### src/rtl/blink_pkg.sv
// Shared types and helpers for the multi-channel blink engine.
// Mode/state encodings and the even-channel mask used by ALTERNATE.
package blink_pkg;

   typedef enum logic [1:0] {
      SOLID     = 2'd0,
      BLINK     = 2'd1,
      BLINK_N   = 2'd2,
      ALTERNATE = 2'd3
   } mode_t;

   typedef enum logic [1:0] {
      IDLE   = 2'd0,
      ON_PH  = 2'd1,
      OFF_PH = 2'd2,
      FINISH = 2'd3
   } state_t;

   localparam int MAX_CHANNELS = 64;

   // Bits 0,2,4,... set; callers slice down to their channel count.
   function automatic logic [MAX_CHANNELS-1:0] even_mask();
      logic [MAX_CHANNELS-1:0] m;
      m = '0;
      for (int i = 0; i < MAX_CHANNELS; i += 2) begin
         m[i] = 1'b1;
      end
      return m;
   endfunction

endpackage

### src/rtl/blink_sequencer_if.sv
// Control/status bundle between a blink_sequencer and its requester.
// master drives requests and configuration, slave (the engine) drives the LED outputs and status.
interface blink_sequencer_if #(
   parameter int CHANNELS = 4,
   parameter int CNT_W    = 8
);
   logic                start;
   logic                stop;
   logic [1:0]          mode;
   logic [CHANNELS-1:0] ch_mask;
   logic [CNT_W-1:0]    half_period;
   logic [CNT_W-1:0]    blink_count;
   logic [CHANNELS-1:0] out;
   logic                tick;
   logic                busy;
   logic                done;

   modport master (
      output start, stop, mode, ch_mask, half_period, blink_count,
      input  out, tick, busy, done
   );

   modport slave (
      input  start, stop, mode, ch_mask, half_period, blink_count,
      output out, tick, busy, done
   );
endinterface

### src/rtl/blink_sequencer_tick_gen.sv
// Free-running divide-by-DIV prescaler; tick is high while the count sits at DIV-1.
// clear restarts the count at 0 on the next edge so phase timing aligns to an accepted start.
module tick_gen #(
   parameter int DIV = 8
) (
   input  logic clk,
   input  logic reset,
   input  logic clear,
   output logic tick
);
   localparam int CW = (DIV > 2) ? $clog2(DIV) : 1;
   localparam logic [CW-1:0] LAST = CW'(DIV - 1);

   if (DIV < 2) begin : g_bad_div
      $error("tick_gen: DIV must be at least 2");
   end

   logic [CW-1:0] cnt_q;
   logic [CW-1:0] cnt_d;

   always_comb begin
      cnt_d = cnt_q + CW'(1);
      if (clear || (cnt_q == LAST)) begin
         cnt_d = '0;
      end
   end

   always_ff @(posedge clk or negedge reset) begin
      if (!reset) begin
         cnt_q <= '0;
      end else begin
         cnt_q <= cnt_d;
      end
   end

   assign tick = (cnt_q == LAST);
endmodule

### src/rtl/blink_sequencer.sv
// Multi-channel LED blink engine: SOLID, BLINK, counted BLINK_N and ALTERNATE modes.
// Outputs update one cycle after an accepted start; config is frozen while busy, stop aborts at once.
module blink_sequencer
   import blink_pkg::*;
#(
   parameter int CLK_FREQ_HZ = 50_000_000,
   parameter int TICK_HZ     = 1,
   parameter int CHANNELS    = 4,
   parameter int CNT_W       = 8
) (
   input logic              clk,
   input logic              reset,
   blink_sequencer_if.slave bus
);
   localparam int DIV = CLK_FREQ_HZ / TICK_HZ;
   localparam logic [MAX_CHANNELS-1:0] EVEN_ALL = even_mask();
   localparam logic [CHANNELS-1:0]     EVEN     = EVEN_ALL[CHANNELS-1:0];

   if (CHANNELS < 1 || CHANNELS > MAX_CHANNELS) begin : g_bad_channels
      $error("blink_sequencer: CHANNELS out of range");
   end

   state_t              state_q, state_d;
   mode_t               mode_q, mode_d;
   logic [CHANNELS-1:0] mask_q, mask_d;
   logic [CNT_W-1:0]    hp_q, hp_d;
   logic [CNT_W-1:0]    lim_q, lim_d;
   logic [CNT_W-1:0]    phase_q, phase_d;
   logic [CNT_W-1:0]    blinks_q, blinks_d;
   logic [CHANNELS-1:0] out_q, out_d;
   logic                busy_q, busy_d;
   logic                done_q, done_d;

   logic                tick;
   logic                accept;
   mode_t               start_mode;
   logic [CNT_W-1:0]    eff_hp_in;
   logic                phase_end;
   logic                last_blink;
   logic [CHANNELS-1:0] on_pat;
   logic [CHANNELS-1:0] off_pat;
   logic [CHANNELS-1:0] start_pat;

   assign accept     = (state_q == IDLE) && bus.start && !bus.stop;
   assign start_mode = mode_t'(bus.mode);
   assign eff_hp_in  = (bus.half_period == '0) ? CNT_W'(1) : bus.half_period;
   assign phase_end  = tick && (phase_q == (hp_q - CNT_W'(1)));
   assign last_blink = ((blinks_q + CNT_W'(1)) == lim_q);
   assign on_pat     = (mode_q == ALTERNATE) ? (mask_q & EVEN) : mask_q;
   assign off_pat    = (mode_q == ALTERNATE) ? (mask_q & ~EVEN) : '0;
   assign start_pat  = (start_mode == ALTERNATE) ? (bus.ch_mask & EVEN) : bus.ch_mask;

   tick_gen #(.DIV(DIV)) u_tick_gen (
      .clk   (clk),
      .reset (reset),
      .clear (accept),
      .tick  (tick)
   );

   always_comb begin
      state_d  = state_q;
      mode_d   = mode_q;
      mask_d   = mask_q;
      hp_d     = hp_q;
      lim_d    = lim_q;
      phase_d  = phase_q;
      blinks_d = blinks_q;
      out_d    = out_q;

      case (state_q)
         IDLE: begin
            if (accept) begin
               mode_d   = start_mode;
               mask_d   = bus.ch_mask;
               hp_d     = eff_hp_in;
               lim_d    = bus.blink_count;
               phase_d  = '0;
               blinks_d = '0;
               // A zero-length counted run completes without ever lighting anything.
               if (start_mode == BLINK_N && bus.blink_count == '0) begin
                  state_d = FINISH;
                  out_d   = '0;
               end else begin
                  state_d = ON_PH;
                  out_d   = start_pat;
               end
            end
         end
         ON_PH: begin
            if (mode_q != SOLID && tick) begin
               if (phase_end) begin
                  phase_d = '0;
                  state_d = OFF_PH;
                  out_d   = off_pat;
               end else begin
                  phase_d = phase_q + CNT_W'(1);
               end
            end
         end
         OFF_PH: begin
            if (tick) begin
               if (phase_end) begin
                  phase_d = '0;
                  if (mode_q == BLINK_N && last_blink) begin
                     blinks_d = blinks_q + CNT_W'(1);
                     state_d  = FINISH;
                     out_d    = '0;
                  end else begin
                     if (mode_q == BLINK_N) begin
                        blinks_d = blinks_q + CNT_W'(1);
                     end
                     state_d = ON_PH;
                     out_d   = on_pat;
                  end
               end else begin
                  phase_d = phase_q + CNT_W'(1);
               end
            end
         end
         FINISH: begin
            state_d  = IDLE;
            out_d    = '0;
            blinks_d = '0;
         end
         default: begin
            state_d = IDLE;
            out_d   = '0;
         end
      endcase

      // stop wins over everything, including a phase end landing in the same cycle.
      if (state_q != IDLE && bus.stop) begin
         state_d  = IDLE;
         out_d    = '0;
         phase_d  = '0;
         blinks_d = '0;
      end

      busy_d = (state_d != IDLE);
      done_d = (state_d == FINISH);
   end

   always_ff @(posedge clk or negedge reset) begin
      if (!reset) begin
         state_q  <= IDLE;
         mode_q   <= SOLID;
         mask_q   <= '0;
         hp_q     <= '0;
         lim_q    <= '0;
         phase_q  <= '0;
         blinks_q <= '0;
         out_q    <= '0;
         busy_q   <= 1'b0;
         done_q   <= 1'b0;
      end else begin
         state_q  <= state_d;
         mode_q   <= mode_d;
         mask_q   <= mask_d;
         hp_q     <= hp_d;
         lim_q    <= lim_d;
         phase_q  <= phase_d;
         blinks_q <= blinks_d;
         out_q    <= out_d;
         busy_q   <= busy_d;
         done_q   <= done_d;
      end
   end

   assign bus.out  = out_q;
   assign bus.tick = tick;
   assign bus.busy = busy_q;
   assign bus.done = done_q;
endmodule

### src/flat_wrapper.sv
// flat-port wrapper written by rule: the top's interface ports become plain ports
module blink_sequencer_flat import blink_pkg::*;
#(
   parameter int CLK_FREQ_HZ = 50_000_000,
   parameter int TICK_HZ     = 1,
   parameter int CHANNELS    = 4,
   parameter int CNT_W       = 8
)
  (clk, reset, bus_start, bus_stop, bus_mode, bus_ch_mask, bus_half_period, bus_blink_count, bus_out, bus_tick, bus_busy, bus_done);
  blink_sequencer_if #(.CHANNELS(CHANNELS), .CNT_W(CNT_W)) bus_i ();
  input logic clk;
  input logic reset;
  input wire logic [$bits(bus_i.start)-1:0] bus_start;
  input wire logic [$bits(bus_i.stop)-1:0] bus_stop;
  input wire logic [$bits(bus_i.mode)-1:0] bus_mode;
  input wire logic [$bits(bus_i.ch_mask)-1:0] bus_ch_mask;
  input wire logic [$bits(bus_i.half_period)-1:0] bus_half_period;
  input wire logic [$bits(bus_i.blink_count)-1:0] bus_blink_count;
  output wire logic [$bits(bus_i.out)-1:0] bus_out;
  output wire logic [$bits(bus_i.tick)-1:0] bus_tick;
  output wire logic [$bits(bus_i.busy)-1:0] bus_busy;
  output wire logic [$bits(bus_i.done)-1:0] bus_done;
  assign bus_i.start = bus_start;
  assign bus_i.stop = bus_stop;
  assign bus_i.mode = bus_mode;
  assign bus_i.ch_mask = bus_ch_mask;
  assign bus_i.half_period = bus_half_period;
  assign bus_i.blink_count = bus_blink_count;
  assign bus_out = bus_i.out;
  assign bus_tick = bus_i.tick;
  assign bus_busy = bus_i.busy;
  assign bus_done = bus_i.done;
  blink_sequencer #(.CLK_FREQ_HZ(CLK_FREQ_HZ), .TICK_HZ(TICK_HZ), .CHANNELS(CHANNELS), .CNT_W(CNT_W)) u_core (.clk(clk), .reset(reset), .bus(bus_i));
endmodule
### config.mk
export PLATFORM = sky130hd
export DESIGN_NAME = blink_sequencer_flat
export DESIGN_NICKNAME = d
export VERILOG_FILES = /design/src/rtl/blink_pkg.sv /design/src/rtl/blink_sequencer_if.sv /design/src/rtl/blink_sequencer_tick_gen.sv /design/src/rtl/blink_sequencer.sv /design/src/flat_wrapper.sv
export SDC_FILE = /design/constraint.sdc
export NUM_CORES = 1
export LEC_CHECK = 0
export CORE_ASPECT_RATIO = 1.75
export CORE_MARGIN = 2
export CORE_UTILIZATION = 23
export DETAILED_ROUTE_END_ITERATION = 10
export GPL_ROUTABILITY_DRIVEN = 0
export SLEW_MARGIN = 10
export SYNTH_ARGS = -nofsm -noshare
export SYNTH_HDL_FRONTEND = slang
export SYNTH_SLANG_ARGS = --single-unit
### constraint.sdc
create_clock -name clk -period 4.2 [get_ports clk]
set_input_delay 0.63 -clock clk [delete_from_list [all_inputs] [get_ports clk]]
set_output_delay 0.63 -clock clk [all_outputs]
set_load 0.005 [all_outputs]
# Word level (Yosys, flattened, before mapping)
# Cells that the tools add are included.
classes:
  add_sub_neg: 4
  n_eq_ne: 17
  n_mux: 35
  reduce_logical: 21
op_table:
  columns: ["cell", "n"]
  rows:
  - ["$mux W8", 11]
  - ["$pmux W8 S3", 2]
  - ["$mux W4", 11]
  - ["$add A26 B1 Y26 const B", 1]
  - ["$eq A26 B26 Y1 const B", 1]
  - ["$mux W26", 1]
  - ["$add A8 B1 Y8 const B", 2]
  - ["$eq A8 B8 Y1", 2]
  - ["$logic_not A8 Y1", 2]
  - ["$mux W2", 8]
  - ["$pmux W4 S4", 1]
  - ["$eq A2 B2 Y1 const B", 7]
  - ["$ne A3 B1 Y1 const B", 4]
  - ["$reduce_and A5 Y1", 2]
  - ["$pmux W2 S4", 1]
  - ["$reduce_bool A4 Y1", 2]
  - ["$sub A8 B1 Y8 const B", 1]
  - ["$logic_and A1 B1 Y1", 7]
  - ["$reduce_bool A2 Y1", 3]
  - ["$ne A4 B1 Y1 const B", 1]
  - ["$reduce_and A4 Y1", 1]
  - ["$ne A3 B3 Y1 const B", 1]
  - ["$eq A2 B1 Y1 const B", 1]
  - ["$logic_not A2 Y1", 1]
  - ["3 further kinds", 3]
word_totals:
  reg_bits: 72
  inputBits: 26
  output_inout_bits: 7
  elab_cells: 88

# Logic depth before layout (Yosys ltp)
# Gate-level depths: netlist (run 1).
depth:
  ltp_word: 9
  ltp_mapped: 11

# Modules after synthesis
# Synthesis (run 1) repeated with hierarchy kept, for this count alone.
hier_totals:
  hier_cells: 422
  hier_area_um2: 4200.3
by_module_without_submodules:
  columns: ["mod", "instances", "cells_per_inst", "area_each_um2", "seq_area_each_um2"]
  rows:
  - ["blink_sequencer", 1, 278, 2815.2, 1151.1]
  - ["tick_gen", 1, 144, 1385.1, 650.6]

# Worst setup path after synthesis (run 1)
# No wires, ideal clock.
synth_path:
  kind: "register -> register"
  start: "reg u_core.hp_q[0]"
  end: "reg u_core.phase_q[0]"
  arrival_ns: 2.546
  slack_ns: 1.530
  stages_incl_launch_ff: 10
  synth_period_minus_slack_ns: 2.670
  path_cell_list: "dfrtp_1 inv_1 ha_1 or3b_4 a311oi_2 o21ai_2 a2111oi_4 nand3b_4 nor2_2 mux2_2"
synth_between:
  elab_chain_cells: 7
  word_cells_on_any_way: 8
  classes_between: "add/sub: 1; eq/ne: 1; mux: 5; reduce/logical: 1"
synth_lines:
  columns: ["element", "line_no", "rtl"]
  rows:
  - ["start, declared", "blink_sequencer.sv:26", "logic [CNT_W-1:0] hp_q, hp_d;"]
  - ["start signal, assigned", "blink_sequencer.sv:159", "hp_q <= hp_d;"]
  - ["$sub A8 B1 Y8 *", "blink_sequencer.sv:47", "assign phase_end = tick && (phase_q == (hp_q - CNT_W'(1)));"]
  - ["$eq A8 B8 Y1 *", "blink_sequencer.sv:47", null]
  - ["$logic_and A1 B1 Y1 *", "blink_sequencer.sv:47", null]
  - ["$mux W8 *", "blink_sequencer.sv:91, blink_sequencer.sv:102", null]
  - ["$mux W8 (on tied branches)", "blink_sequencer.sv:101, blink_sequencer.sv:90", null]
  - ["$pmux W8 S3 *", "blink_sequencer.sv:70", "case (state_q)"]
  - ["$mux W8 *", "blink_sequencer.sv:132", "if (state_q != IDLE && bus.stop) begin"]
  - ["end signal, assigned", "blink_sequencer.sv:161", "phase_q <= phase_d;"]
  - ["end, declared", "blink_sequencer.sv:28", "logic [CNT_W-1:0] phase_q, phase_d;"]
# Every way passes the cells marked *; elsewhere a longest branch is shown, timed or not. The select of a mux whose other input is x is not followed.
# A chain may end at the register's enable or synchronous reset.

# Worst setup path in the final report (run 1)
layout_path:
  start: "reg u_core.hp_q[0]"
  end: "reg u_core.out_q[3] (netlist: u_core.bus.out[3])"
layout_between:
  elab_chain_cells: 5
  word_cells_on_any_way: 6
  classes_between: "add/sub: 1; eq/ne: 3; reduce/logical: 2"
layout_lines:
  columns: ["element", "line_no", "rtl"]
  rows:
  - ["$sub A8 B1 Y8 *", "blink_sequencer.sv:47", null]
  - ["$eq A8 B8 Y1 *", "blink_sequencer.sv:47", null]
  - ["$logic_and A1 B1 Y1 *", "blink_sequencer.sv:47", null]
  - ["$ne A3 B1 Y1 (no source line)", null, null]
  - ["$reduce_and A5 Y1 (no source line) *", null, null]
  - ["end signal, assigned", "blink_sequencer.sv:163", "out_q <= out_d;"]
  - ["end, declared", "blink_sequencer.sv:30", "logic [CHANNELS-1:0] out_q, out_d;"]
# Every way passes the cells marked *; elsewhere a longest branch is shown, timed or not.

==> flow_summary.rst, run 1 <==
.. list-table::
   :header-rows: 1

   * - Metric
     - Value
   * - Adder-cell share of the synthesized area
     - 2.72%
   * - Total power per unit cell area
     - 535 nW/µm²
   * - TritonCTS clock tree
     - done
   * - Proportion of synthesized area in mux cells
     - between 7 and 8%
   * - Final Max Tran Viols
     - 0
   * - Startpoint of the lowest-slack register-to-register path
     - u_core.hp_q[0]
   * - Footprint of the flip-flops and latches
     - between 1500 and 2000 µm²
   * - Critical Path Slowest Stage Cell
     - a2111oi_4
   * - Pleak
     - approximately 0.0021 µW
   * - Number of optimization iterations in the first detailed-route pass
     - 4
   * - Number of antenna violations at the first check in global routing
     - 0
   * - Largest family of logic cells by synthesized area
     - simple AND/OR/NAND/NOR gates
   * - Postcts setup bufs
     - 0
   * - Starting DRT DRC Count
     - ~150
   * - Worst Path Arrival
     - 3220 ps
   * - Compound-Gate Fraction of Synth Area
     - 13.9%
   * - Combinational share of power
     - between 30 and 40%
   * - Critical Path Start Type
     - flip-flop
   * - Share of the yosys chip area belonging to registers
     - 43.6%
   * - Maximum fanout along the worst path
     - 9
   * - Chip height
     - roughly 180 µm
   * - Total design power
     - around 2700 µW
   * - Vias per cell
     - between 4 and 5
   * - CP Data Required Time
     - 4420 ps
   * - Placed wire-length estimate after detailed placement
     - approximately 7.4 mm
   * - Register share of total power
     - a little under two fifths
   * - Vias in the first global route
     - 3480
   * - Endpoint type of the worst setup path
     - flip-flop
   * - Crit path launch
     - u_core.hp_q[0]
   * - Kind of critical path
     - reg2reg
   * - Inserted Clock Buffers
     - 9
   * - Avg WL per Cell
     - 14.2 µm
   * - Sinks on Clock Net
     - 72
   * - Main synth FF type
     - dfrtp_1
   * - Part of the power in the clock network
     - 28.8%
   * - Setup-violating endpoint count in the final report
     - 0
   * - Outcome
     - finished clean
   * - Least-Margin Pin Slew
     - 807 ps
   * - Routed wire length
     - 9.78 mm
   * - Count of buffer and inverter cells on the critical path
     - 1
   * - Worst-path cell chain
     - inv_1 -> ha_1 -> or3b_4 -> a311oi_2 -> o21ai_2 -> a2111oi_4 -> a31o_1 -> mux2i_1 -> o21ai_1
   * - Footprint of the multi-input gates
     - 2220 µm²
   * - Total of hold buffers inserted after clock tree synthesis
     - 0
   * - Number of DRC violations after detailed routing
     - 0
   * - Fmax
     - 334 MHz
   * - Syn_area_per_cell
     - 9.89 µm²
   * - Layout Skew
     - 10.0 ps
   * - Simple-gate portion of the synthesized area
     - between 20% and 30%
   * - Layout cells sized above 1
     - 12.9%
   * - Clock Root Buffer
     - clkbuf_16
   * - Congestion Overflow GR
     - 0
   * - Yosys warns
     - 0
   * - All-Layer GR Usage
     - 10.9%
   * - Maximum vdd drop
     - 0.242 mV
   * - Proportion of total power due to net switching
     - approximately a third
   * - Final setup TNS
     - 0 ps
   * - Max-slew headroom at the worst pin
     - 46.1%
   * - Number of max-capacitance violations reported
     - 0
   * - Combined area of all synthesized cells
     - 4140 µm²
   * - Number of inserted diodes
     - 0
   * - Number of enable-type register cells in the synthesized netlist
     - 0
   * - Synth-to-Final Area Change
     - 20.7%
   * - CTS clk-pin slew, worst paths
     - 60 ps
   * - Post-synthesis cell count
     - 418
   * - Setup repair after global routing missed its margin
     - false
   * - Num ports
     - 33
   * - Largest net degree at the start of global routing
     - 53
   * - Hold Path Class
     - in2async
   * - Via Count
     - 3254
   * - Kind of cell adding the most delay to the critical path
     - compound AO/OA/AOI/OAI gates
   * - Number of flip-flops and latches in the synthesized netlist
     - 72
   * - Number of nets in the finished design
     - 489
   * - Total number of H-tree levels
     - 3
   * - Quantity of I/O buffers inserted on ports
     - 32
   * - Peak per-stage delay on the critical path
     - 590 ps
   * - Chip Width
     - 105 µm
   * - Synth cell types
     - 63
   * - Clock insertion delay at the later pin of the skew report
     - 340 ps
   * - Gates resized, CTS repair
     - 0
   * - Full die area
     - approximately 19000 µm²
   * - Wire length of the first global-routing pass
     - around 17 mm
   * - Starting utilization of the core area
     - 23.6%
   * - Net switching power
     - 909 µW
   * - Xor/xnor cell area share of the yosys netlist
     - 8.38%
   * - Final hold violation count
     - 0
   * - Worst reg2reg setup slack
     - around 1200 ps
   * - Number of filler instances in the final layout
     - ~1900
   * - Cell Rows
     - 64
   * - Detail Route Antenna Nets
     - 0
   * - Share of flip-flops with an asynchronous set or reset
     - 100%
   * - Internal
     - 1760 µW
   * - Minimum period implied by the final worst setup slack
     - 3000 ps
   * - Final period utilization
     - between 70% and 80%
   * - Post-synth net total
     - 453
   * - Core outline area
     - 17500 µm²
   * - Worst-case clock buffer depth
     - 2
state kept, by name, indices dropped and copies added (netlist names):
signal and cells:
u_core.u_tick_gen.cnt_q 26, u_core.blinks_q 8, u_core.hp_q 8, u_core.lim_q 8, u_core.phase_q 8, u_core.bus.out 4, u_core.mask_q 4, u_core.mode_q 2
u_core.state_q 2, u_core.bus.busy 1, u_core.bus.done 1
area by class of cell:
| class | instances | share of cell area, % |
|---|---|---|
| clock buffers | 11 | 5.06 |
| clock inverters | 3 | 0.852 |
| inverters | 15 | 1.13 |
| multi-input cells | 322 | 44.5 |
| flip-flops and latches | 72 | 36.1 |
| well taps | 231 | 5.79 |
| repair buffers | 34 | 6.62 |
cells by family after synthesis:
family,after synthesis
xor+xnor,38
mux,27
flops,72
simple gates,168
buf+inv,24
compound gates,80
fa+ha+maj,9
power groups by stage:
stage	combinational (µW)	clock, µW	sequential [µW]
2_1_floorplan	681	0	978
3_3_place_gp	863	0	1030
3_5_place_dp	883	0	1040
4_1_cts	890	782	1020
5_1_grt	979	814	1050
6_report	878	770	1020
Yosys cell counts (all sizes together), types with 3 or more instances:
library cell   n  area (µm²)
dfrtp         72        1800
nor2          45         171
nand2         33         124
o21ai         27         139
mux2          23         259
xor2          19         166
xnor2         18         158
a21oi         16        80.1
nand3         16        80.1
inv           15        56.3
and3          12        75.1
nor3          11        60.1
ha             9         113
nand4          8        50.1
a22o           7        61.3
nor2b          6        37.5
or3            6        38.8
a22oi          5        37.5
and4           5        46.3
nand2b         5        31.3
o31ai          5        37.5
and2           4        26.3
clkbuf         4        15.0
mux2i          4        40.0
nor4           4        25.0
a31oi          3        18.8
buf            3        22.5
o211ai         3        22.5
per-stage QoR:
| stage | instances | utilization [%] | hold WS, ps | worst slack [ps] | area [µm²] |
|---|---|---|---|---|---|
| global placement | 674 | 26.8 | 491 | 1260 | 4700 |
| floorplan | 418 | - | 334 | 1530 | 4140 |
| global route | 688 | 28.5 | 283 | 1000 | 4990 |
| CTS | 688 | 28.5 | 263 | 1190 | 4990 |
| detailed placement | 674 | 26.8 | 502 | 1210 | 4700 |
| finish | 688 | 28.5 | 245 | 1200 | 4990 |
final timing paths:
kind,end,depth (start not counted)
min in group clk,u_core.mask_q[1],1
min,u_core.hp_q[4],1
min reg2reg,u_core.mask_q[1],1
max reg2reg,u_core.bus.out[3],9
max,u_core.bus.out[3],9
max in group asynchronous,u_core.lim_q[2],2
cell usage in the layout, fill, tap and decap left out, types with 3 or more instances in the layout:
cell,count
and3_1,12
dfrtp_1,72
nor2_1,44
xnor2_1,18
nor2b_1,6
a22o_1,7
o21ai_1,7
a21oi_1,16
nand2b_1,5
and4_1,3
xor2_1,19
mux2_2,23
nand2_1,33
a31oi_1,3
a22oi_1,5
o211ai_1,3
nand3_1,16
inv_1,15
and2_1,3
o21ai_0,19
nor4_1,4
clkdlybuf4s50_1,31
ha_1,9
nor3_1,10
o31ai_1,5
or3_1,5
nand4_1,8
clkbuf_16,9
mux2i_1,4
metal layers:
layer	up-vias	routed length, µm	GRT usage [%]
li1	1577	-	-
met1	1603	3830	11.5
met2	52	5430	20.3
met3	22	232	2.08
met4	0	289	5.71
met5	-	0	0
No activity file was read; power rests on OpenSTA's default activity.
==> run 2: changes to the inputs <==
- clock period: 4.2 -> 2.6 ns (I/O delays scaled with it)
==> run 2 against run 1 <==
Effect of this change:
- fmax increased by 17%
- highest routed layer unchanged
- die area unchanged
- sequential cell count stayed put
==> flow_summary.rst, run 2 (synthesis results as in run 1) <==
.. list-table::
   :header-rows: 1

   * - Metric
     - Value
   * - Outcome
     - finished clean
   * - Number of cell instances on the worst register-to-register path
     - 10
   * - Combinational share of power
     - 37.6%
   * - Pleak
     - 0.00230 µW
   * - Routed wire length
     - 10.3 mm
   * - Number of optimization iterations in the first detailed-route pass
     - 4
   * - Part of the power in the clock network
     - between 20 and 30%
   * - Total number of H-tree levels
     - 3
   * - Internal
     - 3110 µW
   * - Final hold violation count
     - 0
   * - Clock Root Buffer
     - clkbuf_16
   * - Cell Rows
     - 64
   * - Commonest non-fill, non-tap cell in the layout
     - dfrtp_1
   * - Chip height
     - 181 µm
   * - Worst Path Arrival
     - 2780 ps
   * - Number of max-capacitance violations reported
     - 0
   * - Via Count
     - 3469
   * - Starting utilization of the core area
     - roughly a quarter
   * - Setup repair after global routing missed its margin
     - true
   * - Setup slack of the critical path after layout
     - about 42 ps
   * - Final period utilization
     - 98.4%
   * - Number of filler instances in the final layout
     - approximately 1800
   * - CTS clk-pin slew, worst paths
     - 60 ps
   * - Vias in the first global route
     - 3618
   * - Sinks on Clock Net
     - 72
   * - Chip Width
     - 105 µm
   * - Num ports
     - 33
   * - Number of inserted diodes
     - 0
   * - Largest reg by FF count
     - u_core.u_tick_gen.cnt_q
   * - All-Layer GR Usage
     - between 10 and 15%
   * - Worst Setup Slack post-DPL
     - -144 ps
   * - Full die area
     - 19100 µm²
   * - Kind of critical path
     - reg2reg
   * - Layout Skew
     - roughly 6.1 ps
   * - CP Data Required Time
     - between 2000 and 3000 ps
   * - Congestion Overflow GR
     - 0
   * - Minimum period implied by the final worst setup slack
     - 2560 ps
   * - Total power per unit cell area
     - 858 nW/µm²
   * - Finished Core Util
     - 31.3%
   * - Hold Path Class
     - in2async
   * - Inserted Clock Buffers
     - 9
   * - Endpoint type of the worst setup path
     - flip-flop
   * - Final Max Tran Viols
     - 0
   * - Fmax
     - roughly 390 MHz
   * - Layout cells sized above 1
     - 24.1%
   * - Critical Path Start Type
     - flip-flop
   * - Synth-to-Final Area Change
     - 32.7%
   * - Number of DRC violations after detailed routing
     - 0
   * - Setup-violating endpoint count in the final report
     - 0
   * - Maximum vdd drop
     - 0.434 mV
   * - TritonCTS clock tree
     - done
   * - Number of nets in the finished design
     - 533
   * - Starting DRT DRC Count
     - 95
   * - Wire length of the first global-routing pass
     - 17.3 mm
   * - Worst-case clock buffer depth
     - 2
   * - Net switching power
     - 1600 µW
   * - Register share of total power
     - between 30% and 40%
   * - Avg WL per Cell
     - 14.1 µm
   * - Commonest cells after routing, fill and taps aside
     - 72 x dfrtp_1, 45 x buf_4, 44 x nor2_1
   * - Clock insertion delay at the later pin of the skew report
     - approximately 340 ps
   * - Max-slew headroom at the worst pin
     - 66.8%
   * - Maximum fanout along the worst path
     - 8
   * - Proportion of total power due to net switching
     - 33.9%
   * - Placed wire-length estimate after detailed placement
     - approximately 8.0 mm
   * - Core outline area
     - ~18000 µm²
   * - Number of antenna violations at the first check in global routing
     - 0
   * - Detail Route Antenna Nets
     - 0
   * - Vias per cell
     - 4.73
   * - Least-Margin Pin Slew
     - 496 ps
   * - Flip-flop count of the largest register, all copies and words added
     - 26
   * - Quantity of I/O buffers inserted on ports
     - 32
   * - Largest net degree at the start of global routing
     - 29
==> run 2: path summary, 6_finish.rpt <==
check | startpoint | endpoint | slack (ps)
setup / recovery | u_core.hp_q[0] | u_core.phase_q[0] | 40
min in group clk | u_core.mask_q[0] | u_core.mask_q[0] | 510
hold reg to reg | u_core.mask_q[0] | u_core.mask_q[0] | 510
setup reg to reg | u_core.hp_q[0] | u_core.phase_q[0] | 40
max in group asynchronous | reset | u_core.u_tick_gen.cnt_q[8] | 1990
hold / removal | reset | u_core.phase_q[7] | 20
==> run 2: power groups by stage <==
stage / Sequential [µW] / Combinational (µW) / Clock [µW]
2_1_floorplan: 1580 / 1100 / 0
4_1_cts: 1620 / 1690 / 1350
3_3_place_gp: 1620 / 1560 / 0
6_report: 1620 / 1770 / 1320
5_1_grt: 1660 / 1940 / 1390
3_5_place_dp: 1630 / 1600 / 0
==> run 2: per-layer routing <==
layer | wire [µm] | vias to the layer above | track usage (%)
met3 | 279 | 24 | 1.87
li1 | - | 1661 | -
met5 | 0 | - | 0
met1 | 4080 | 1721 | 11.9
met4 | 312 | 0 | 5.49
met2 | 5670 | 63 | 20.6
==> run 2: worst max-delay path: stages, from the launching register on <==
cell and delay, ps:
dfrtp_1 380, inv_2 80, ha_4 130, or3b_4 410
a311oi_4 340, o21ai_2 130, a2111oi_4 220, buf_4 200
nand3b_4 200, nor2_4 80, mux2_2 270
==> run 2: area by class of cell <==
| class | count | area [µm²] | area share (%) |
|---|---|---|---|
| inverters | 15 | 56.3 | 1.03 |
| clock buffers | 9 | 225 | 4.10 |
| multi-input cells | 322 | 2350 | 42.8 |
| well taps | 231 | 289 | 5.27 |
| flip-flops and latches | 72 | 1800 | 32.8 |
| clock inverters | 7 | 95.1 | 1.73 |
| repair buffers | 78 | 673 | 12.3 |
==> run 2: timing repair <==
action,CTS,global route
hold buffers,0,0
endpoints found under the setup margin,22,23
buffers inserted,3,4
gates resized for setup,18,12
pin swaps,5,11
==> run 2: through the flow <==
stage	power [µW]	TNS, ps	std cells	cell area (µm²)	hold WS, ps
final	4710	0	734	5490	15.9
after global placement	3180	-372	711	4990	379
after detailed placement	3230	-2070	711	4990	386
after floorplan	2680	0	418	4140	94.4
after global routing	4980	-374	734	5490	56.7
after CTS	4650	-6.85	730	5400	30.2
==> variant: new RTL, config.mk and constraints of run 2 <==
Encoding of `state_t`: now one-hot (4 bits for 4 states).
--- a/src/rtl/blink_pkg.sv
+++ b/src/rtl/blink_pkg.sv
@@ -9,11 +9,11 @@
       ALTERNATE = 2'd3
    } mode_t;
 
-   typedef enum logic [1:0] {
-      IDLE   = 2'd0,
-      ON_PH  = 2'd1,
-      OFF_PH = 2'd2,
-      FINISH = 2'd3
+   typedef enum logic [3:0] {
+      IDLE   = 4'b0001,
+      ON_PH  = 4'b0010,
+      OFF_PH = 4'b0100,
+      FINISH = 4'b1000
    } state_t;
 
    localparam int MAX_CHANNELS = 64;
Function: same outputs for any inputs over 10 cycles, from zero or initial values and one cycle with reset low; not proved beyond that.
==> variant against run 2 <==
  * Via count decreased by 4.1%
  * Die area decreased by 1.2%
  * Sequential cell count increased by 2
  * Sequential share of layout area increased by 2.2 points
  * Core utilization decreased by 1.0 points
  * Hold slack about the same
  * Final area decreased by 3.6%
  * Fmax increased by 1.3%
  * Highest routed layer unchanged
  * Worst setup slack improved by 0.032 ns
  * Synthesized area decreased by 1.2%
  * Wire length decreased by 0.86%
Power is not compared: it rests on default switching activity, and its combinational part moved more than twofold at a synthesized area within 25%.
==> variant: results (changes against run 2) <==
[pwr]
p_leak_nw = 2.22
vdd_ir_drop_max_mv = 0.297

[cts]
cts_max_level = 3  ; unchanged
insertion_delay_ns = 0.34  ; about the same
cts_inserted_buffers = 9  ; unchanged
cts-root-buf = clkbuf_16
clock_path_buffers = 2  ; unchanged

[grt]
first_global_vias = 3488  ; -3.6%
grt_pass1_wl_um = 17000  ; -1.4%
grt_usage = 0.111  ; about the same
antenna_found_initial = 0  ; unchanged
grt_max_degree = 55  ; +90%
use_met3 = 0.0289  ; +0.0103
met1_usage = 0.118  ; -0.00171
use_met2 = 0.208  ; +0.00160

[outcome]
status = completed

[logic_synthesis]
synth_commonest_cells = 73 x dfrtp_1, 44 x nor2_1, 30 x nand2_1, 26 x mux2_2, 23 x xnor2_1
syn_nets = 444  ; -2.0%
ys_seq_area_frac = 0.454  ; +0.0179
synth_compound_area_frac = 0.0959  ; -0.0430
synth_xor_area_frac = 0.0965  ; +0.0127
yosys-mux-area-fraction = 0.0766  ; +0.00426
synth_fa_ha_area_frac = 0.0147  ; -0.0125
ys_types = 52  ; -17%
async_flop_share = 1.00  ; unchanged
ys_warn_count = 0  ; unchanged
synth_area_leaders = dfrtp_1 45%, mux2_2 7.2%, xnor2_1 4.9%

[layout]
largest_register_ffs = 26  ; unchanged
drive_gt1_frac = 0.210  ; -0.0309
regMostFlops = u_core.u_tick_gen.cnt_q
diodes = 0  ; unchanged
final_nets = 502  ; -5.8%

[place]
dp_hpwl_um = 7390  ; -7.0%
place_area_um2 = 4830  ; -3.2%

[critical_path]
crit_path_top_delay_cell = or4_4
cp.arrival_ns = 2.81  ; +0.03 ns
crit_path_max_incr_delay_ns = 0.60  ; +0.19 ns
cp_top_family = simple AND/OR/NAND/NOR gates
crit_fanout = 6  ; -2

[timing]
finalMaxSlewViolations = 0  ; unchanged
tightestPinTransition_ns = 0.509  ; +0.0132 ns
skew_ns = 0.00697  ; +0.000843 ns

[min_path]
worstHoldPathType = in2async

[route]
drt-initial-drc-count = 173  ; +82%
vias = 3327  ; -4.1%
wirelength_um = 10200  ; -0.86%
drt-pass1-iter-count = 5  ; +1

variant: area by class of cell:
| cell class | instances | area, um^2 |
|---|---|---|
| fill | 1846 | 12200 |
| multi-input combinational | 311 | 2200 |
| sequential | 74 | 1850 |
| timing repair buffer | 62 | 556 |
| tap | 231 | 289 |
| clock buffer | 12 | 267 |
| clock inverter | 4 | 72.6 |
| inverter | 14 | 52.6 |
variant: worst register-to-register path: stages, from the launching register on:
cell     delay [ns]
dfrtp_1        0.36
inv_2          0.06
ha_4           0.16
nor3b_2        0.16
maj3_2         0.29
o22a_1         0.27
or4_4          0.60
or4_4          0.50
nand3_2        0.07
variant: timing repair:
item / in CTS / in global routing
pin swaps: 2 / 5
hold buffers: 0 / 0
endpoints found under the setup margin: 11 / 19
gates resized for setup: 4 / 17
buffers inserted: 2 / 3
cloned: 0 / 1
variant: worst paths after layout:
kind                                            startpoint                    endpoint  slack [ns]  cells past startpoint
worst max-delay path                        u_core.hp_q[0]          u_core.blinks_q[4]        0.07                      8
worst min-delay path                                 reset          u_core.blinks_q[7]        0.02                      1
worst max register to register              u_core.hp_q[0]          u_core.blinks_q[4]        0.07                      8
worst min register to register  u_core.u_tick_gen.cnt_q[0]  u_core.u_tick_gen.cnt_q[0]        0.50                      1
max in group asynchronous                            reset           u_core.state_q[0]        1.89                      2
min in group clk                u_core.u_tick_gen.cnt_q[0]  u_core.u_tick_gen.cnt_q[0]        0.50                      1
variant: routing by layer:
| layer | vias to the layer above | wire [um] |
|---|---|---|
| met4 | 0 | 299 |
| met2 | 61 | 5650 |
| met1 | 1651 | 3940 |
| met3 | 21 | 359 |
| li1 | 1594 | - |
| met5 | - | 0 |
variant: kinds of logic after synthesis:
family / count (synthesis)
buffers and inverters: 30
muxes: 28
and+or+nand+nor: 175
xor gates and xnor gates: 45
AOI/OAI and AO/OA: 57
adders and majority gates: 5
DFF: 74
variant: power by group:
part | total, W | internal [W] | switching (W)
Combinational | 0.000594 | 0.000317 | 0.000276
Clock | 0.00140 | 0.000917 | 0.000481
Sequential | 0.00141 | 0.00128 | 0.000129
variant: metrics by stage:
| stage | instances | TNS (ns) | worst slack (ns) |
|---|---|---|---|
| finish | 708 | 0 | 0.0739 |
| floorplan | 414 | 0 | 0.00247 |
| global route | 708 | -0.00377 | -0.00258 |
| global placement | 687 | 0 | 0.0517 |
| detailed placement | 687 | -0.179 | -0.0333 |
| CTS | 705 | 0 | 0.00758 |
